===== src/rtl/ttt_pkg.sv =====
// Shared types and constants for the tic-tac-toe turn timer.
// The BCD helper lets comparisons be written on the seconds value rather than on digits.
package ttt_pkg;

    typedef enum logic [1:0] {
        IDLE    = 2'd0,
        RUN     = 2'd1,
        EXPIRED = 2'd2
    } timer_state_t;

    typedef logic [3:0] bcd_t;

    localparam bcd_t BCD_MAX = 4'd9;

    function automatic int bcd_value(input bcd_t tens_digit, input bcd_t ones_digit);
        return int'(tens_digit) * 10 + int'(ones_digit);
    endfunction

endpackage


===== src/rtl/turn_timer_if.sv =====
// Controller <-> turn timer connection: control pulses in, BCD digits and flags out.
interface turn_timer_if;
    import ttt_pkg::*;

    logic start;
    logic move_done;
    logic pause;
    bcd_t tens;
    bcd_t ones;
    logic running;
    logic warn;
    logic timeout;

    modport master (
        output start, move_done, pause,
        input  tens, ones, running, warn, timeout
    );

    modport slave (
        input  start, move_done, pause,
        output tens, ones, running, warn, timeout
    );

endinterface


===== src/rtl/turn_timer_tick_gen.sv =====
// One-second prescaler: counts enabled cycles and flags the cycle on which it wraps.
module tick_gen #(
    parameter int CLK_HZ = 50_000_000
) (
    input  logic clk,
    input  logic rst_n,
    input  logic clear,
    input  logic enable,
    output logic tick
);

    localparam int W = $clog2(CLK_HZ);
    localparam logic [W-1:0] LAST = W'(CLK_HZ - 1);

    logic [W-1:0] count_reg;
    logic [W-1:0] count_next;

    // The tick coincides with the wrap edge so the digit update lands on the same edge.
    assign tick = enable && (count_reg == LAST);

    always_comb begin
        count_next = count_reg;
        if (clear) begin
            count_next = '0;
        end else if (enable) begin
            if (tick) begin
                count_next = '0;
            end else begin
                count_next = count_reg + 1'b1;
            end
        end
    end

    always_ff @(posedge clk or negedge rst_n) begin
        if (!rst_n) begin
            count_reg <= '0;
        end else begin
            count_reg <= count_next;
        end
    end

endmodule


===== src/rtl/turn_timer.sv =====
// Per-turn countdown timer: loads TURN_SECS on start, counts down once per second in BCD,
// and reports running / warn / timeout back to the game controller.
module turn_timer
    import ttt_pkg::*;
#(
    parameter int CLK_HZ    = 50_000_000,
    parameter int TURN_SECS = 15,
    parameter int WARN_SECS = 5
) (
    input  logic         clk,
    input  logic         rst_n,
    turn_timer_if.slave  bus
);

    localparam bcd_t LOAD_TENS = bcd_t'(TURN_SECS / 10);
    localparam bcd_t LOAD_ONES = bcd_t'(TURN_SECS % 10);

    timer_state_t state_reg;
    timer_state_t state_next;
    bcd_t         tens_reg;
    bcd_t         tens_next;
    bcd_t         ones_reg;
    bcd_t         ones_next;
    logic         running_reg;
    logic         running_next;
    logic         warn_reg;
    logic         warn_next;
    logic         timeout_reg;
    logic         timeout_next;

    logic         tick;
    logic         at_final;

    // Start and move_done both pre-empt the tick, so the prescaler must not advance under them.
    tick_gen #(
        .CLK_HZ (CLK_HZ)
    ) u_tick_gen (
        .clk    (clk),
        .rst_n  (rst_n),
        .clear  (bus.start || (state_reg != RUN)),
        .enable ((state_reg == RUN) && !bus.pause && !bus.start && !bus.move_done),
        .tick   (tick)
    );

    assign at_final = (tens_reg == 4'd0) && (ones_reg == 4'd1);

    // State and registered outputs
    always_ff @(posedge clk or negedge rst_n) begin
        if (!rst_n) begin
            state_reg   <= IDLE;
            tens_reg    <= '0;
            ones_reg    <= '0;
            running_reg <= 1'b0;
            warn_reg    <= 1'b0;
            timeout_reg <= 1'b0;
        end else begin
            state_reg   <= state_next;
            tens_reg    <= tens_next;
            ones_reg    <= ones_next;
            running_reg <= running_next;
            warn_reg    <= warn_next;
            timeout_reg <= timeout_next;
        end
    end

    // Next state and digits: start > move_done > tick.
    always_comb begin
        state_next = state_reg;
        tens_next  = tens_reg;
        ones_next  = ones_reg;
        if (bus.start) begin
            state_next = RUN;
            tens_next  = LOAD_TENS;
            ones_next  = LOAD_ONES;
        end else begin
            unique case (state_reg)
                RUN: begin
                    if (bus.move_done) begin
                        state_next = IDLE;
                    end else if (tick) begin
                        if (at_final) begin
                            state_next = EXPIRED;
                            tens_next  = '0;
                            ones_next  = '0;
                        end else if (ones_reg != 4'd0) begin
                            ones_next = ones_reg - 4'd1;
                        end else begin
                            ones_next = BCD_MAX;
                            tens_next = tens_reg - 4'd1;
                        end
                    end
                end
                IDLE, EXPIRED: begin
                    state_next = state_reg;
                end
                default: begin
                    state_next = IDLE;
                end
            endcase
        end
    end

    // Flags are derived from the next state/digits so they change together with them.
    always_comb begin
        running_next = (state_next == RUN);
        warn_next    = running_next && (bcd_value(tens_next, ones_next) <= WARN_SECS);
        timeout_next = (state_reg == RUN) && (state_next == EXPIRED);
    end

    assign bus.tens    = tens_reg;
    assign bus.ones    = ones_reg;
    assign bus.running = running_reg;
    assign bus.warn    = warn_reg;
    assign bus.timeout = timeout_reg;

endmodule


===== src/flat_wrapper.sv =====
// flat-port wrapper written by rule: the top's interface ports become plain ports
module turn_timer_flat import ttt_pkg::*;
#(
    parameter int CLK_HZ    = 50_000_000,
    parameter int TURN_SECS = 15,
    parameter int WARN_SECS = 5
)
  (clk, rst_n, bus_start, bus_move_done, bus_pause, bus_tens, bus_ones, bus_running, bus_warn, bus_timeout);
  turn_timer_if bus_i ();
  input  logic clk;
  input  logic rst_n;
  input wire logic [$bits(bus_i.start)-1:0] bus_start;
  input wire logic [$bits(bus_i.move_done)-1:0] bus_move_done;
  input wire logic [$bits(bus_i.pause)-1:0] bus_pause;
  output wire logic [$bits(bus_i.tens)-1:0] bus_tens;
  output wire logic [$bits(bus_i.ones)-1:0] bus_ones;
  output wire logic [$bits(bus_i.running)-1:0] bus_running;
  output wire logic [$bits(bus_i.warn)-1:0] bus_warn;
  output wire logic [$bits(bus_i.timeout)-1:0] bus_timeout;
  assign bus_i.start = bus_start;
  assign bus_i.move_done = bus_move_done;
  assign bus_i.pause = bus_pause;
  assign bus_tens = bus_i.tens;
  assign bus_ones = bus_i.ones;
  assign bus_running = bus_i.running;
  assign bus_warn = bus_i.warn;
  assign bus_timeout = bus_i.timeout;
  turn_timer #(.CLK_HZ(CLK_HZ), .TURN_SECS(TURN_SECS), .WARN_SECS(WARN_SECS)) u_core (.clk(clk), .rst_n(rst_n), .bus(bus_i));
endmodule

===== config.mk =====
export PLATFORM = sky130hd
export DESIGN_NAME = turn_timer_flat
export DESIGN_NICKNAME = d
export VERILOG_FILES = /design/src/rtl/ttt_pkg.sv /design/src/rtl/turn_timer_if.sv /design/src/rtl/turn_timer_tick_gen.sv /design/src/rtl/turn_timer.sv /design/src/flat_wrapper.sv
export SDC_FILE = /design/constraint.sdc
export NUM_CORES = 1
export LEC_CHECK = 0
export ABC_AREA = 1
export BUFFER_PORTS_ARGS = -buffer_cell sky130_fd_sc_hd__buf_4
export CAP_MARGIN = 20
export CORE_AREA = 2 2 73 75
export CTS_CLUSTER_DIAMETER = 50
export DETAILED_ROUTE_END_ITERATION = 6
export DIE_AREA = 0 0 75 77
export PLACE_DENSITY_LB_ADDON = 0.15
export SLEW_MARGIN = 0
export SYNTH_ARGS = -nofsm -noshare
export SYNTH_HDL_FRONTEND = slang
export SYNTH_HIERARCHICAL = 1
export SYNTH_SLANG_ARGS = --single-unit

===== constraint.sdc =====
create_clock -name clk -period 5.51 [get_ports clk]
set_input_delay 0.551 -clock clk [delete_from_list [all_inputs] [get_ports clk]]
set_output_delay 0.551 -clock clk [all_outputs]
set_load 0.01 [all_outputs]

=== After elaboration in Yosys (flattened, before gate mapping) ===
Index checks and enable logic that the tools add are counted.

* Output and inout bits: 11
* Input port bits: 5
* Flip-flop bits (word level): 39
* Logic and storage cells: 56

* $add $sub $neg: 4
* Equal/unequal tests: 7
* Mux-type cells: 20
* Reductions and logical operators: 16
* Order comparisons: 1
* Multiply operators: 1

{| class="wikitable"
|+ Operators with widths
! operator !! count
|-
| two-way mux 26 bit || 3
|-
| two-way mux 4 bit || 12
|-
| adder 32 x 5 -> 32 bit || 1
|-
| <= comparator 32 x 4 -> 1 bit (second input constant) || 1
|-
| adder 26 x 1 -> 26 bit (second input constant) || 1
|-
| equality test 26 bit (second input constant) || 1
|-
| two-way mux 2 bit || 4
|-
| subtractor 4 x 1 -> 4 bit (second input constant) || 2
|-
| logical AND 1 bit || 7
|-
| multiplier 4 x 3 -> 7 bit (second input constant) || 1
|-
| equality test 2 x 1 -> 1 bit (second input constant) || 2
|-
| equality test 2 bit (second input constant) || 2
|-
| equality test 4 x 1 -> 1 bit (second input constant) || 1
|-
| zero test 4 bit || 1
|-
| one-hot mux 2 bit (2 select lines) || 1
|-
| nonzero test 4 bit || 1
|-
| zero test 1 bit || 3
|-
| zero test 2 bit || 1
|-
| inequality test 2 x 1 -> 1 bit (second input constant) || 1
|-
| nonzero test 2 bit || 1
|-
| OR reduction 2 bit || 1
|-
| logical OR 1 bit || 1
|}

=== Longest topological paths before layout ===
* Depth after elaboration: 13
* Mapped depth: 27
* Gate-level depth less buffers: 27

=== Hierarchy ===
Netlist, hierarchy kept.

{| class="wikitable"
|+ Modules (own cells, without submodules)
! module !! cells an instance !! area an instance (µm²) !! sequential area each (µm²) !! instances
|-
| tick_gen || 247 || 1661.6 || 650.6 || 1
|-
| turn_timer || 127 || 996.0 || 325.3 || 1
|}

=== Worst setup path after synthesis ===
Ideal clock, no wire load.

* Path kind: flip-flop to flip-flop
* Start point: register u_core.state_reg[1]
* End point: register u_core.warn_reg, in the netlist u_core/bus.warn
* Clock period less this slack: 3.821 ns
* Slack: 1.689 ns
* Arrival time: 3.750 ns
* Data required time: 5.439 ns
* Buffers on the path: 0
* Library setup time: 0.071 ns
* Cell stages (with the launch flop): 26
* Cell sequence: dfrtp_1 -> nor2_4 -> inv_2 -> nor2_4 -> inv_2 -> nor3_1 -> nand2_1 -> nor2_1 -> nand3_2 -> nor2_1 -> nand3_4 -> nor2_2 -> nand2_1 -> nand2_1 -> nand2_1 -> a31oi_1 -> ha_1 -> ha_1 -> a21oi_1 -> nand2_1 -> xor2_1 -> nor2_1 -> nand2_1 -> nor2_1 -> nand2_1 -> nor2_1

* Cells in the longest elaborated chain, start to end: 13
* Elaborated cells on any way between the ends: 26
* Those cells by class: 1 x add/sub; 1 x mul; 1 x order compare; 3 x eq/ne; 13 x mux; 7 x reduce/logical

{| class="wikitable"
|+ RTL lines
! item !! line !! source
|-
| start: declaration || turn_timer.sv:18 || <nowiki>timer_state_t state_reg;</nowiki>
|-
| start signal: assignment || turn_timer.sv:57 || <nowiki>state_reg <= state_next;</nowiki>
|-
| equality test 2 x 1 -> 1 bit || turn_timer.sv:41 || <nowiki>.enable ((state_reg == RUN) && !bus.pause && !bus.start && !bus.move_done),</nowiki>
|-
| logical AND 1 bit (3 in a row) || turn_timer.sv:41 ||
|-
| logical AND 1 bit || turn_timer_tick_gen.sv:19 || <nowiki>assign tick = enable && (count_reg == LAST);</nowiki>
|-
| net u_core.tick || turn_timer.sv:31 || <nowiki>logic tick;</nowiki>
|-
| two-way mux 4 bit || turn_timer.sv:80 || <nowiki>end else if (tick) begin</nowiki>
|-
| two-way mux 4 bit || turn_timer.sv:78 || <nowiki>if (bus.move_done) begin</nowiki>
|-
| two-way mux 4 bit || turn_timer.sv:76 || <nowiki>unique case (state_reg)</nowiki>
|-
| two-way mux 4 bit || turn_timer.sv:71 || <nowiki>if (bus.start) begin</nowiki>
|-
| net u_core.tens_next[2] || turn_timer.sv:21 || <nowiki>bcd_t tens_next;</nowiki>
|-
| multiplier 4 x 3 -> 7 bit || ttt_pkg.sv:16 || <nowiki>return int'(tens_digit) * 10 + int'(ones_digit);</nowiki>
|-
| adder 32 x 5 -> 32 bit || ttt_pkg.sv:16 ||
|-
| <= comparator 32 x 4 -> 1 bit || turn_timer.sv:106 || <nowiki>warn_next = running_next && (bcd_value(tens_next, ones_next) <= WARN_SECS);</nowiki>
|-
| logical AND 1 bit || turn_timer.sv:106 ||
|-
| net u_core.warn_next || turn_timer.sv:27 || <nowiki>logic warn_next;</nowiki>
|-
| end signal: assignment || turn_timer.sv:61 || <nowiki>warn_reg <= warn_next;</nowiki>
|-
| end: declaration || turn_timer.sv:26 || <nowiki>logic warn_reg;</nowiki>
|}

The timed path passes the listed nets, and every way through them passes these cells.
A chain may end at the register's enable or synchronous reset.

=== Worst setup path in the final report ===
Ends and elaborated chain as after synthesis.

==> out/qor_table.md <==
| Step | Parameter | Reported |
| --- | --- | --- |
| detailed routing | Number of remaining DRC errors | 0 |
| worst setup path | Crit path launch type | register |
| placement | I/O Buffers | 15 |
| clock tree | Clock sink total | 39 |
| synth | Count of warnings emitted by yosys | 6 |
| power | Power density relative to cell area | 191.3 mW/mm2 |
| worst setup path | Cell depth of the worst flop-to-flop path | 25 |
| finish | Non-filler instance count after layout | 465 |
| timing | Slew Limit Fails | 0 |
| clock tree | Post-CTS setup buffer count | 0 |
| power | Largest vdd supply drop | 0.1046 mV |
| placement | Sum of net half-perimeters after detailed placement | 4505 um |
| synth | Most frequent cells after synthesis | 88 x sky130_fd_sc_hd__nand2_1, 70 x sky130_fd_sc_hd__nor2_1, 53 x sky130_fd_sc_hd__inv_1, 39 x sky130_fd_sc_hd__dfrtp_1, 27 x sky130_fd_sc_hd__nand3_1 |
| clock tree | Clock tree from TritonCTS | yes |
| clock tree | TritonCTS buffer count | 5 |
| finish | Synth-to-layout area growth | 11.35% |
| die | Placeable core area | 0.004977 mm2 |
| timing | Setup repair after global routing missed its margin | false |
| worst setup path | Arr. time, crit path | 4.56 ns |
| synth | Cell type contributing the most total cell area after synthesis | sky130_fd_sc_hd__dfrtp_1 |
| grt | Antenna violations before repair | 0 |
| clock tree | Number of buffers between clock root and the deepest sink | 2 |
| clock tree | Root buffer cell | sky130_fd_sc_hd__clkbuf_8 |
| power | Internal power summed over all cells | 0.4399 mW |
| die | Die X | 75 um |
| power | Total net switching power | 0.1263 mW |
| synth | Syn Inst Count | 374 |
| finish | Final core area utilization | 59.45% |
| detailed routing | Total via count after detailed routing | 2324 |
| die | Initial core utilization | 53.39% |
| synth | Post-synthesis net count | 392 |
| finish | Diode count | 0 |
| clock tree | Insertion delay to the later sink of the worst-skew pair | 0.29 ns |
| worst setup path | Top fanout value on the critical path | 8 |
| synth | Most repeated cell in the gate-level netlist after synthesis | sky130_fd_sc_hd__nand2_1 |
| placement | Final RePlAce weighted congestion | 0.8235 |
| power | Combinational cell fraction of total power | 5.1% |
| power | Sw Share | 22.30% |
| detailed routing | Initial DRT Pass Iterations | 5 |
| clock tree | Count of cells resized by post-cts repair | 0 |
| finish | Layout filler cell count | 474 |
| finish | Layout cell share with drive strength beyond 1 | 11.65% |
| timing | Skew final | 0.004678 ns |
| die | Area of the die | 0.005775 mm2 |
| run | Number of max-cap violations | 0 |
| detailed routing | Average detailed-routed wire length per instance | 12.72 um |
| synth | Number of synthesized flops with an enable pin | 0 |
| synth | Post-synth ARST share | 100.0% |
| timing | Final setup viols | 0 |
| finish | Net total in the final layout | 412 |
| finish | Sequential cell area | 975.9 um2 |
| clock tree | Level count of the clock H-tree | 2 |
| timing | Shortest clock period the worst path allows after layout | 4.332 ns |
| detailed routing | Number of routed nets with antenna violations | 0 |
| timing | Number of hold-slack violations in the final timing report | 0 |
| synth | Synth Cell Area | 0.002658 mm2 |
| power | Sequential share of power | 50.8% |
| detailed routing | Per-cell via count in the routed design | 4.998 |
| timing | Worst hold-check slack | 0.2232 ns |
| grt | Maximum number of pins on one net before global-route repair | 40 |
| synth | Total of flip-flops plus latches after synthesis | 39 |
| clock tree | Number of buffers inserted for hold repair after clock tree synthesis | 0 |
| synth | Cell types occupying the most area after synthesis | sky130_fd_sc_hd__dfrtp_1 37%, sky130_fd_sc_hd__nand2_1 12%, sky130_fd_sc_hd__nor2_1 9.9% |
| grt | Overall Global Routing Usage | 22.87% |
| timing | Highest achievable clock rate | 230.9 MHz |
| power | Sum of internal, switching and leakage power | 0.5662 mW |
| timing | Slew at the pin closest to its max-slew limit | 0.5612 ns |
| power | Clk network pwr share | 44.1% |
| hold path | Path category of the worst min-delay check | in2async |
| finish | Largest register FFs | 26 |
| synth | Avg Inst Size Synth | 7.106 um2 |
| worst setup path | Worst Path Required | 5.74 ns |
| synth | Number of library cell types mapped by synthesis | 30 |
| timing | Final cycle utilization of the critical path | 78.61% |
| grt | First-pass GRT wire length | 10250 um |
| synth | Fraction of the yosys area taken by sequential cells | 36.72% |
| finish | Multi-input gate area in the final layout | 0.001455 mm2 |
| grt | Grt total ovfl | 0 |
| timing | Final-layout setup total negative slack | 0 ns |
| die | Die Y | 77 um |
| power | Leak Pwr | 1.344 nW |
| clock tree | Clock-pin slew of the registers on the worst-case setup and hold paths | 0.08 ns |
| placement | Post-placement cell count | 457 |
| die | # IOs | 16 |
| die | Number of placement rows | 26 |
| worst setup path | Kind of end point of the critical path | register |
| synth | Primary FF master, synth | sky130_fd_sc_hd__dfrtp_1 |
| grt | Vias in the first global route | 2326 |
| worst setup path | Worst Path Class, Setup | reg2reg |
| synth | Portion of synthesized cell area occupied by the leading cell type | 36.72% |
| status | Result of the run | completed |
| detailed routing | Post-detailed-routing wire length | 5914 um |
| timing | Headroom to the max-slew limit | 62.44% |
| detailed routing | Starting DRC count in detailed routing | 88 |
path summary, 6_finish.rpt:
path,start,to,slack [ns]
hold / removal,rst_n,u_core/u_tick_gen/count_reg[1],0.22
max in group asynchronous,rst_n,u_core/u_tick_gen/count_reg[20],4.95
setup reg to reg,u_core/state_reg[1],u_core/bus.warn,1.18
setup / recovery,u_core/state_reg[1],u_core/bus.warn,1.18
hold reg to reg,u_core/u_tick_gen/count_reg[1],u_core/u_tick_gen/count_reg[1],0.52
min in group clk,bus_start,u_core/state_reg[1],0.47
through the flow:
| step | setup slack [ns] | instance area (um2) |
|---|---|---|
| floorplan | 1.689 | 2658 |
| global placement | 1.328 | 2841 |
| detailed placement | 1.153 | 2841 |
| CTS | 1.181 | 2959 |
| global route | 0.7399 | 2959 |
| finish | 1.178 | 2959 |
cell type report:
| class | count | share of cell area [%] |
|---|---|---|
| sequential | 39 | 32.98 |
| inverter | 56 | 7.104 |
| tap | 70 | 2.960 |
| timing repair buffer | 15 | 3.805 |
| multi-input combinational | 277 | 49.18 |
| clock inverter | 2 | 1.184 |
| clock buffer | 6 | 2.791 |
power groups by stage:
stage	Clock (mW)	Combinational [mW]	Sequential, mW
6_report	0.250	0.0288	0.288
5_1_grt	0.273	0.0322	0.288
4_1_cts	0.257	0.0293	0.288
3_5_place_dp	0	0.0291	0.293
3_3_place_gp	0	0.0291	0.293
2_1_floorplan	0	0.0155	0.294
worst max-delay path, stage by stage, from the launching register on:
cell	delay [ns]
sky130_fd_sc_hd__dfrtp_1	0.41
sky130_fd_sc_hd__nor2_4	0.17
sky130_fd_sc_hd__inv_2	0.06
sky130_fd_sc_hd__nor2_4	0.12
sky130_fd_sc_hd__inv_2	0.06
sky130_fd_sc_hd__nor3_1	0.42
sky130_fd_sc_hd__nand2_1	0.11
sky130_fd_sc_hd__nor2_1	0.14
sky130_fd_sc_hd__nand3_2	0.11
sky130_fd_sc_hd__nor2_1	0.32
sky130_fd_sc_hd__nand3_4	0.18
sky130_fd_sc_hd__nor2_2	0.20
sky130_fd_sc_hd__nand2_1	0.07
sky130_fd_sc_hd__nand2_1	0.06
sky130_fd_sc_hd__nand2_1	0.04
sky130_fd_sc_hd__a31oi_1	0.37
sky130_fd_sc_hd__ha_1	0.32
sky130_fd_sc_hd__ha_1	0.33
sky130_fd_sc_hd__a21oi_1	0.17
sky130_fd_sc_hd__nand2_1	0.10
sky130_fd_sc_hd__xor2_1	0.15
sky130_fd_sc_hd__nor2_1	0.10
sky130_fd_sc_hd__nand2_1	0.05
sky130_fd_sc_hd__nor2_1	0.08
sky130_fd_sc_hd__nand2_1	0.05
sky130_fd_sc_hd__nor2_1	0.08
per-layer routing:
layer / share of wire [%] / vias up / GRT usage (%)
met2: 50 / 41 / 39.56
met3: 3.6 / 9 / 4.074
li1: - / 1221 / -
met4: 1.6 / 0 / 6.964
met5: 0 / - / 0
met1: 45 / 1053 / 28.23
layout by cell type (no fill, tap or decap):
cell type                    n
sky130_fd_sc_hd__a211oi_1    1
sky130_fd_sc_hd__a21oi_1    12
sky130_fd_sc_hd__a221oi_1    1
sky130_fd_sc_hd__a31oi_1     1
sky130_fd_sc_hd__and3_1      1
sky130_fd_sc_hd__buf_4      15
sky130_fd_sc_hd__bufinv_16   1
sky130_fd_sc_hd__clkbuf_8    6
sky130_fd_sc_hd__clkinv_2    1
sky130_fd_sc_hd__dfrtp_1    39
sky130_fd_sc_hd__fa_1        2
sky130_fd_sc_hd__ha_1       11
sky130_fd_sc_hd__inv_1      53
sky130_fd_sc_hd__inv_2       3
sky130_fd_sc_hd__nand2_1    88
sky130_fd_sc_hd__nand2_2     1
sky130_fd_sc_hd__nand3_1    27
sky130_fd_sc_hd__nand3_2     3
sky130_fd_sc_hd__nand3_4     1
sky130_fd_sc_hd__nand4_1    12
sky130_fd_sc_hd__nor2_1     70
sky130_fd_sc_hd__nor2_2      8
sky130_fd_sc_hd__nor2_4      4
sky130_fd_sc_hd__nor3_1     10
sky130_fd_sc_hd__o211ai_1    1
sky130_fd_sc_hd__o21a_1      1
sky130_fd_sc_hd__o21ai_0     7
sky130_fd_sc_hd__o21ai_2     1
sky130_fd_sc_hd__o21ai_4     1
sky130_fd_sc_hd__or2_2       1
sky130_fd_sc_hd__xnor2_1     3
sky130_fd_sc_hd__xor2_1      9
cells by family after synthesis:
| logic type | after synthesis | share of synthesized area [%] |
|---|---|---|
| xor gates and xnor gates | 12 | 3.955 |
| AOI/OAI and AO/OA | 26 | 5.933 |
| adders and majority gates | 13 | 6.685 |
| DFF | 39 | 36.72 |
| and+or+nand+nor | 226 | 38.18 |
| buffers and inverters | 58 | 8.521 |
Power figures use the tool's default switching activity.
